### src/rtl/fifo_burst_reader.sv
// fifo_burst_reader: drains an asynchronous-read FIFO into bounded bursts on a
// registered valid/ready stream. A burst starts on a fill threshold, an idle
// timeout, or an explicit flush. o_last marks the final beat of each burst.
module fifo_burst_reader #(
  parameter int unsigned BW       = 8,
  parameter int unsigned LGFLEN   = 4,
  parameter int unsigned MAXBURST = 8,
  parameter int unsigned LGTMO    = 8,
  parameter int unsigned TIMEOUT  = 100
) (
  input  logic              i_clk,
  input  logic              i_reset_n,
  output logic              o_fifo_rd,
  input  logic [BW-1:0]     i_fifo_data,
  input  logic              i_fifo_empty,
  input  logic [LGFLEN:0]   i_fifo_fill,
  input  logic              i_flush,
  output logic              o_valid,
  output logic [BW-1:0]     o_data,
  output logic              o_last,
  input  logic              i_ready,
  output logic              o_busy
);

  localparam int unsigned     FW       = LGFLEN + 1;
  localparam logic [FW-1:0]   MAX_FILL = FW'(MAXBURST);
  localparam bit              TMO_EN   = (TIMEOUT != 0);
  localparam logic [LGTMO-1:0] TMO_LAST = LGTMO'((TIMEOUT == 0) ? 0 : TIMEOUT - 1);

  typedef enum logic [1:0] {
    IDLE  = 2'd0,
    BURST = 2'd1,
    DRAIN = 2'd2
  } state_t;

  state_t           state;
  logic [FW-1:0]    rem;
  logic [LGTMO-1:0] timer;

  logic fill_nz;
  logic tmo_hit;
  logic start_c;
  logic accept_c;

  // Trigger evaluation and handshake decode
  assign fill_nz   = (i_fifo_fill != '0);
  assign tmo_hit   = TMO_EN && (timer == TMO_LAST);
  assign start_c   = fill_nz && ((i_fifo_fill >= MAX_FILL) || tmo_hit || i_flush);
  assign accept_c  = o_valid && i_ready;
  assign o_fifo_rd = (state == BURST) && (rem != '0) && !i_fifo_empty && (!o_valid || accept_c);

  // Burst FSM, idle timer and registered stream outputs
  always_ff @(posedge i_clk or negedge i_reset_n) begin
    if (!i_reset_n) begin
      state   <= IDLE;
      rem     <= '0;
      timer   <= '0;
      o_valid <= 1'b0;
      o_data  <= '0;
      o_last  <= 1'b0;
      o_busy  <= 1'b0;
    end else begin
      if (accept_c) begin
        o_valid <= 1'b0;
        o_last  <= 1'b0;
      end
      if (o_fifo_rd) begin
        o_data  <= i_fifo_data;
        o_valid <= 1'b1;
        o_last  <= (rem == FW'(1));
        rem     <= rem - FW'(1);
      end
      case (state)
        IDLE: begin
          if (start_c) begin
            state  <= BURST;
            o_busy <= 1'b1;
            rem    <= (i_fifo_fill >= MAX_FILL) ? MAX_FILL : i_fifo_fill;
            timer  <= '0;
          end else if (!fill_nz) begin
            timer <= '0;
          end else if (timer != '1) begin
            timer <= timer + LGTMO'(1);
          end
        end
        BURST: begin
          if (o_fifo_rd && (rem == FW'(1))) begin
            state <= DRAIN;
          end
        end
        DRAIN: begin
          if (accept_c && o_last) begin
            state  <= IDLE;
            o_busy <= 1'b0;
          end
        end
        default: begin
          state  <= IDLE;
          o_busy <= 1'b0;
        end
      endcase
    end
  end

endmodule
### config.mk
export PLATFORM = sky130hd
export DESIGN_NAME = fifo_burst_reader
export DESIGN_NICKNAME = d
export VERILOG_FILES = /design/src/rtl/fifo_burst_reader.sv
export SDC_FILE = /design/constraint.sdc
export NUM_CORES = 1
export LEC_CHECK = 0
export CORE_MARGIN = 4
export CORE_UTILIZATION = 52
export CTS_BUF_LIST = sky130_fd_sc_hd__clkbuf_4 sky130_fd_sc_hd__clkbuf_8
export DETAILED_ROUTE_END_ITERATION = 8
export GPL_TIMING_DRIVEN = 1
export PLACE_DENSITY = 0.79
export SYNTH_ARGS = -nofsm -noshare
export SYNTH_HDL_FRONTEND = slang
export SYNTH_SLANG_ARGS = --single-unit
### constraint.sdc
create_clock -name i_clk -period 2.56 [get_ports i_clk]
set_input_delay 0.512 -clock i_clk [delete_from_list [all_inputs] [get_ports i_clk]]
set_output_delay 0.512 -clock i_clk [all_outputs]
set_load 0.01 [all_outputs]
==> results of run 1 <==
registers in the layout (all words and copies together), names as in the netlist:
register / flops
o_data: 8
rem: 5
o_valid: 1
o_busy: 1
timer: 8
state: 2
o_last: 1
cell type report:
class / instances / share of cell area, %
inverter: 8 / 1.68
timing repair buffer: 33 / 17.8
tap: 30 / 2.10
clock buffer: 3 / 1.26
sequential: 26 / 36.4
multi-input combinational: 93 / 39.0
clock inverter: 1 / 1.68
worst min-delay path by stage:
stage	startpoint	end	cells after the start	slack (ns)
floorplan	i_reset_n	o_busy	0	0.22
global placement	o_data[4]	o_data[4]	1	0.49
detailed placement	o_data[4]	o_data[4]	1	0.49
CTS	i_reset_n	timer[7]	2	0.53
global route	i_reset_n	o_data[1]	2	0.54
finish	i_reset_n	timer[7]	2	0.53
Yosys cell counts (3+ instances only):
cell type | n | area share (%)
a21oi_1 | 9 | 3.2
a31oi_1 | 4 | 1.8
dfrtp_1 | 26 | 47
ha_1 | 4 | 3.6
inv_1 | 7 | 1.9
mux2_4 | 9 | 9.7
mux2i_1 | 4 | 2.9
nand2_1 | 14 | 3.8
nand3_1 | 4 | 1.4
nand4_1 | 4 | 1.8
nor2_1 | 4 | 1.1
nor3_1 | 3 | 1.1
o21ai_0 | 4 | 1.4
logic make-up (layout without fill, tap and decap cells):
kind of cell | Yosys count | count (layout) | synth area share (%)
AO/OA/AOI/OAI | 27 | 27 | 12.4
buffers and inverters | 9 | 45 | 2.97
AND/OR/NAND/NOR | 45 | 45 | 19.1
flip-flops | 26 | 26 | 46.8
adder cells (fa/ha/maj) | 4 | 4 | 3.60
XOR/XNOR | 4 | 4 | 2.52
multiplexers | 13 | 13 | 12.6
report_power, final:
part | switching [W] | total (W) | internal (W)
Combinational | 0.000312 | 0.000744 | 0.000432
Sequential | 0.000105 | 0.000650 | 0.000545
Clock | 0.000121 | 0.000280 | 0.000158
what timing repair did:
item,CTS,global route
setup endpoints to repair,1,0
resized for setup,2,0
hold buffers,0,0
setup buffers,1,0
metal layers:
metal	wire length, microns	global-route usage (%)	vias to the layer above
met4	15	3.80	0
li1	-	-	543
met5	0	0	-
met1	1320	23.8	575
met2	1620	31.2	27
met3	152	3.89	2
metrics by stage:
| step | util (%) | area [sq um] |
|---|---|---|
| after CTS | 70.9 | 1790 |
| after global placement | 68.6 | 1730 |
| after floorplan | - | 1390 |
| after global routing | 70.9 | 1790 |
| final | 70.9 | 1790 |
| after detailed placement | 68.6 | 1730 |
==> impl_metrics.yaml, run 1 <==
outcome:
  outcome: "completed"
critical_path:
  critPathLaunchType: "register"
  rr_worst_depth: 8
  critPathMaxFanout: 4
  reg2reg_setup_slack_ns: 0.49
  crit_chain: "inv_2 -> ha_1 -> or4b_4 -> nand3_2 -> inv_2 -> dlygate4sd2_1"
  rr_startpoint: "rem[1]"
  cp_num_buf_inv: 3
  crit_end: "o_fifo_rd"
  cp.depth: 6
  crit_top_cell: "inv_2"
  crit_arrival_ns: 1.87
  cp.required_ns: 2.05
  cp_slowest_stage_delay_ns: 0.47
  startpoint: "rem[1]"
  crit_type: "reg -> out"
  r2r_end: "o_last"
  end_kind: "output port"
  cpMaxStageDelayCell: "or4b_4"
  crit_family: "simple AND/OR/NAND/NOR gates"
global_route:
  grt_pass1_vias: 1089
  grt_max_degree: 27
  antenna_found_initial: 0
  grt_pass1_wl_microns: 4860
  gr-total-overflow: 0
  grt_usage_pct: 18.3
hold_path:
  min_path_type: "in -> async"
timing:
  period_share_pct: 93.0
  finalSetupTns_ns: 0
  setup_ws_ns: 0.179
  slew_viol_final: 0
  hold_violations: 0
  hold_slack_ns: 0.529
  fin_skew_ns: 0.0102
  worst_slew_pin_slew_ns: 0.535
  fmax_mhz: 420
  min_period_ns: 2.38
  rsz0062_at_grt: "false"
  maxSlewHeadroom_pct: 63.9
  setup_viol_count_final: 0
clock_tree:
  cts_buffer_depth: 2
  h-tree-depth: 1
  cts_buffers: 3
  clkTransAtPathRegs_ns: 0.14
  clock_sinks: 26
  clk_latency_ns: 0.32
  cts_tree: "yes"
  ctsRootBufferMaster: "clkbuf_4"
floorplan:
  die-area_sq_um: 3560
  io_pins: 30
  die_w_microns: 59.7
  die_h_microns: 59.7
  start_util_pct: 55.1
  rows: 18
  core_area_sq_um: 2520
routing:
  vias_per_cell: 5.91
  routed_wl_microns: 3110
  vias: 1147
  first_pass_iters: 6
  wl_per_cell_microns: 16.0
  drc: 0
  ant_nets: 0
  drt_iter0_drc: 30
placement:
  gp_congestion: 0.842
  port_buffers: 29
  preCtsSetupSlack_ns: 0.0933
  hpwl_microns: 2380
  place_inst: 189
cells_and_area:
  final.fill_count: 201
  nNetsFinal: 187
  seqCellArea_sq_um: 651
  drive_above_1_share_pct: 14.6
  multi_input_area_sq_um: 698
  final_cells: 194
  syn_to_final_growth_pct: 28.6
  layout_common_cells: "clkdlybuf4s50_1, dfrtp_1, nand2_1, a21oi_1, mux2_4"
  n_antenna_cell: 0
  layout_commonest_cell: "clkdlybuf4s50_1"
logic_synthesis:
  syn_area_per_cell_sq_um: 10.9
  yosys_warnings: 0
  synth.cell_area_sq_um: 1390
  synth-edff-count: 0
  synth.distinct_cells: 40
  ys_async_sr_fraction_pct: 100
  ys_ff_latch: 26
  synth_nets: 150
  synth_cells: 128
  synth_seq_area_share_pct: 46.8
  synth-main-ff-cell: "dfrtp_1"
pwr:
  leakage_nw: 0.797
  vdd_drop_max_v: 0.000724
  p_total_w: 0.00167
  powerDensity_nw_per_um2: 936
job:
  maxCapViolations: 0
(Power assumes the default switching activity.)
==> inputs of run 2 (changes only) <==
--- a/config.mk
+++ b/config.mk
@@ -5,12 +5,14 @@
 export SDC_FILE = /design/constraint.sdc
 export NUM_CORES = 1
 export LEC_CHECK = 0
+export CELL_PAD_IN_SITES_DETAIL_PLACEMENT = 0
+export CELL_PAD_IN_SITES_GLOBAL_PLACEMENT = 2
 export CORE_MARGIN = 4
-export CORE_UTILIZATION = 52
+export CORE_UTILIZATION = 33
 export CTS_BUF_LIST = sky130_fd_sc_hd__clkbuf_4 sky130_fd_sc_hd__clkbuf_8
 export DETAILED_ROUTE_END_ITERATION = 8
 export GPL_TIMING_DRIVEN = 1
-export PLACE_DENSITY = 0.79
+export PLACE_DENSITY = 0.78
 export SYNTH_ARGS = -nofsm -noshare
 export SYNTH_HDL_FRONTEND = slang
 export SYNTH_SLANG_ARGS = --single-unit
==> impl_metrics.yaml, run 2 (synthesis results as in run 1) <==
timing:
  worst_slew_pin_slew_ns: 0.767
  finalSetupTns_ns: 0
  fin_skew_ns: 0.00413
  min_period_ns: 2.20
  setup_viol_count_final: 0
  maxSlewHeadroom_pct: 48.5
  period_share_pct: 85.9
  hold_violations: 0
  rsz0062_at_grt: "false"
  fmax_mhz: 455
  slew_viol_final: 0
floorplan:
  rows: 23
  die-area_sq_um: 5310
  core_area_sq_um: 4030
  die_w_microns: 72.9
  io_pins: 30
  die_h_microns: 72.9
  start_util_pct: 34.5
clock_tree:
  h-tree-depth: 1
  clkTransAtPathRegs_ns: 0.09
  cts_buffer_depth: 2
  clock_sinks: 26
  cts_tree: "yes"
  cts_buffers: 3
  clk_latency_ns: 0.27
  ctsRootBufferMaster: "clkbuf_8"
pwr:
  pwr-share-clk_pct: 19.8
  switching_share_pct: 31.4
  comb_power_share_pct: 42.9
  leakage_nw: 0.810
  p_int_w: 0.00119
  vdd_drop_max_v: 0.000429
  p_seq_share_pct: 37.3
  p_sw_w: 0.000543
  powerDensity_nw_per_um2: 946
routing:
  vias_per_cell: 5.15
  first_pass_iters: 4
  drt_iter0_drc: 51
  routed_wl_microns: 3130
  vias: 1097
  ant_nets: 0
  wl_per_cell_microns: 14.7
  drc: 0
cells_and_area:
  reg_top3: "o_data (8), timer (8), rem (5)"
  layout_common_cells: "clkdlybuf4s50_1, dfrtp_1, nand2_1, a21oi_1, mux2_4"
  syn_to_final_growth_pct: 31.5
  final.fill_count: 377
  n_antenna_cell: 0
  design_area_sq_um: 1830
  drive_above_1_share_pct: 14.1
  nNetsFinal: 186
  layout_commonest_cell: "clkdlybuf4s50_1"
global_route:
  grt_pass1_wl_microns: 5290
  antenna_found_initial: 0
  use_met1_pct: 17.2
  grtUsageMet3_pct: 3.58
  grt_max_degree: 27
  grt.busiest_layer: "met2"
  gr-total-overflow: 0
  grt_usage_pct: 12.9
  grt_pass1_vias: 1100
  use_met2_pct: 20.8
job:
  maxCapViolations: 0
critical_path:
  cp_slowest_stage_delay_ns: 0.47
  crit_family: "simple AND/OR/NAND/NOR gates"
  crit_type: "reg -> out"
  cp_num_buf_inv: 3
  cp.required_ns: 2.05
  crit_arrival_ns: 1.69
  cp.depth: 6
  crit_top_cell: "inv_2"
  end_kind: "output port"
  critPathLaunchType: "register"
  rr_worst_depth: 8
  crit_chain: "inv_2 -> ha_1 -> or4b_4 -> nand3_2 -> inv_2 -> dlymetal6s2s_1"
  critPathMaxFanout: 4
  cpMaxStageDelayCell: "or4b_4"
hold_path:
  holdPathStages: 1
  min_path_type: "reg -> reg"
placement:
  hpwl_microns: 2320
  place_area_sq_um: 1750
  port_buffers: 29
  gp_congestion: 0.764
outcome:
  outcome: "completed"
## run 2: changes by cell type in the layout (fill, tap and decap cells not counted)
cell and change:
clkbuf_8 +3, dlymetal6s2s_1 +1, clkbuf_4 -3, dlygate4sd2_1 -1, buf_4 -1
## run 2: cell type report
class                           instances  area [sq um]  share of cell area, %
Multi-Input combinational cell         93           698                   38.2
Sequential cell                        26           651                   35.6
Timing Repair Buffer                   32           315                   17.2
Tap cell                               50          62.6                   3.42
Clock buffer                            3          41.3                   2.26
Clock inverter                          1          30.0                   1.64
Inverter                                8          30.0                   1.64
## run 2: worst paths after layout
kind | slack (ns) | end | start
worst max-delay path | 0.36 | o_fifo_rd | rem[1]
worst min-delay path | 0.52 | o_data[5] | o_data[5]
worst max register to register | 0.53 | o_last | rem[1]
worst min register to register | 0.52 | o_data[5] | o_data[5]
max in group asynchronous | 1.70 | timer[1] | i_reset_n
min in group asynchronous | 0.60 | timer[4] | i_reset_n
## run 2: repair_timing
item / CTS / global route
buffers inserted: 1 / 0
hold buffers: 0 / 0
setup endpoints to repair: 1 / 1
resized for setup: 1 / 1
## run 2: per-stage QoR
stage	std cells	power (W)	setup slack, ns	hold WS, ns	util (%)
finish	213	0.00173	0.361	0.519	45.4
global route	213	0.00186	0.256	0.544	45.4
CTS	213	0.00176	0.0392	0.525	45.3
detailed placement	208	0.00139	0.0833	0.496	43.4
global placement	208	0.00138	0.115	0.493	43.4
floorplan	128	0.00109	0.669	0.216	-
## run 2: per-layer routing
metal	up-vias	wire length [microns]
li1	543	-
met1	522	1420
met2	30	1520
met3	2	162
met4	0	22
met5	-	0
## run 2: power by group through the flow
| stage | Combinational, W | Clock (W) | Sequential, W |
|---|---|---|---|
| after floorplan | 0.000408 | 0 | 0.000678 |
| after global placement | 0.000725 | 0 | 0.000653 |
| after detailed placement | 0.000733 | 0 | 0.000657 |
| after CTS | 0.000757 | 0.000353 | 0.000646 |
| after global routing | 0.000820 | 0.000375 | 0.000667 |
| final | 0.000741 | 0.000343 | 0.000646 |
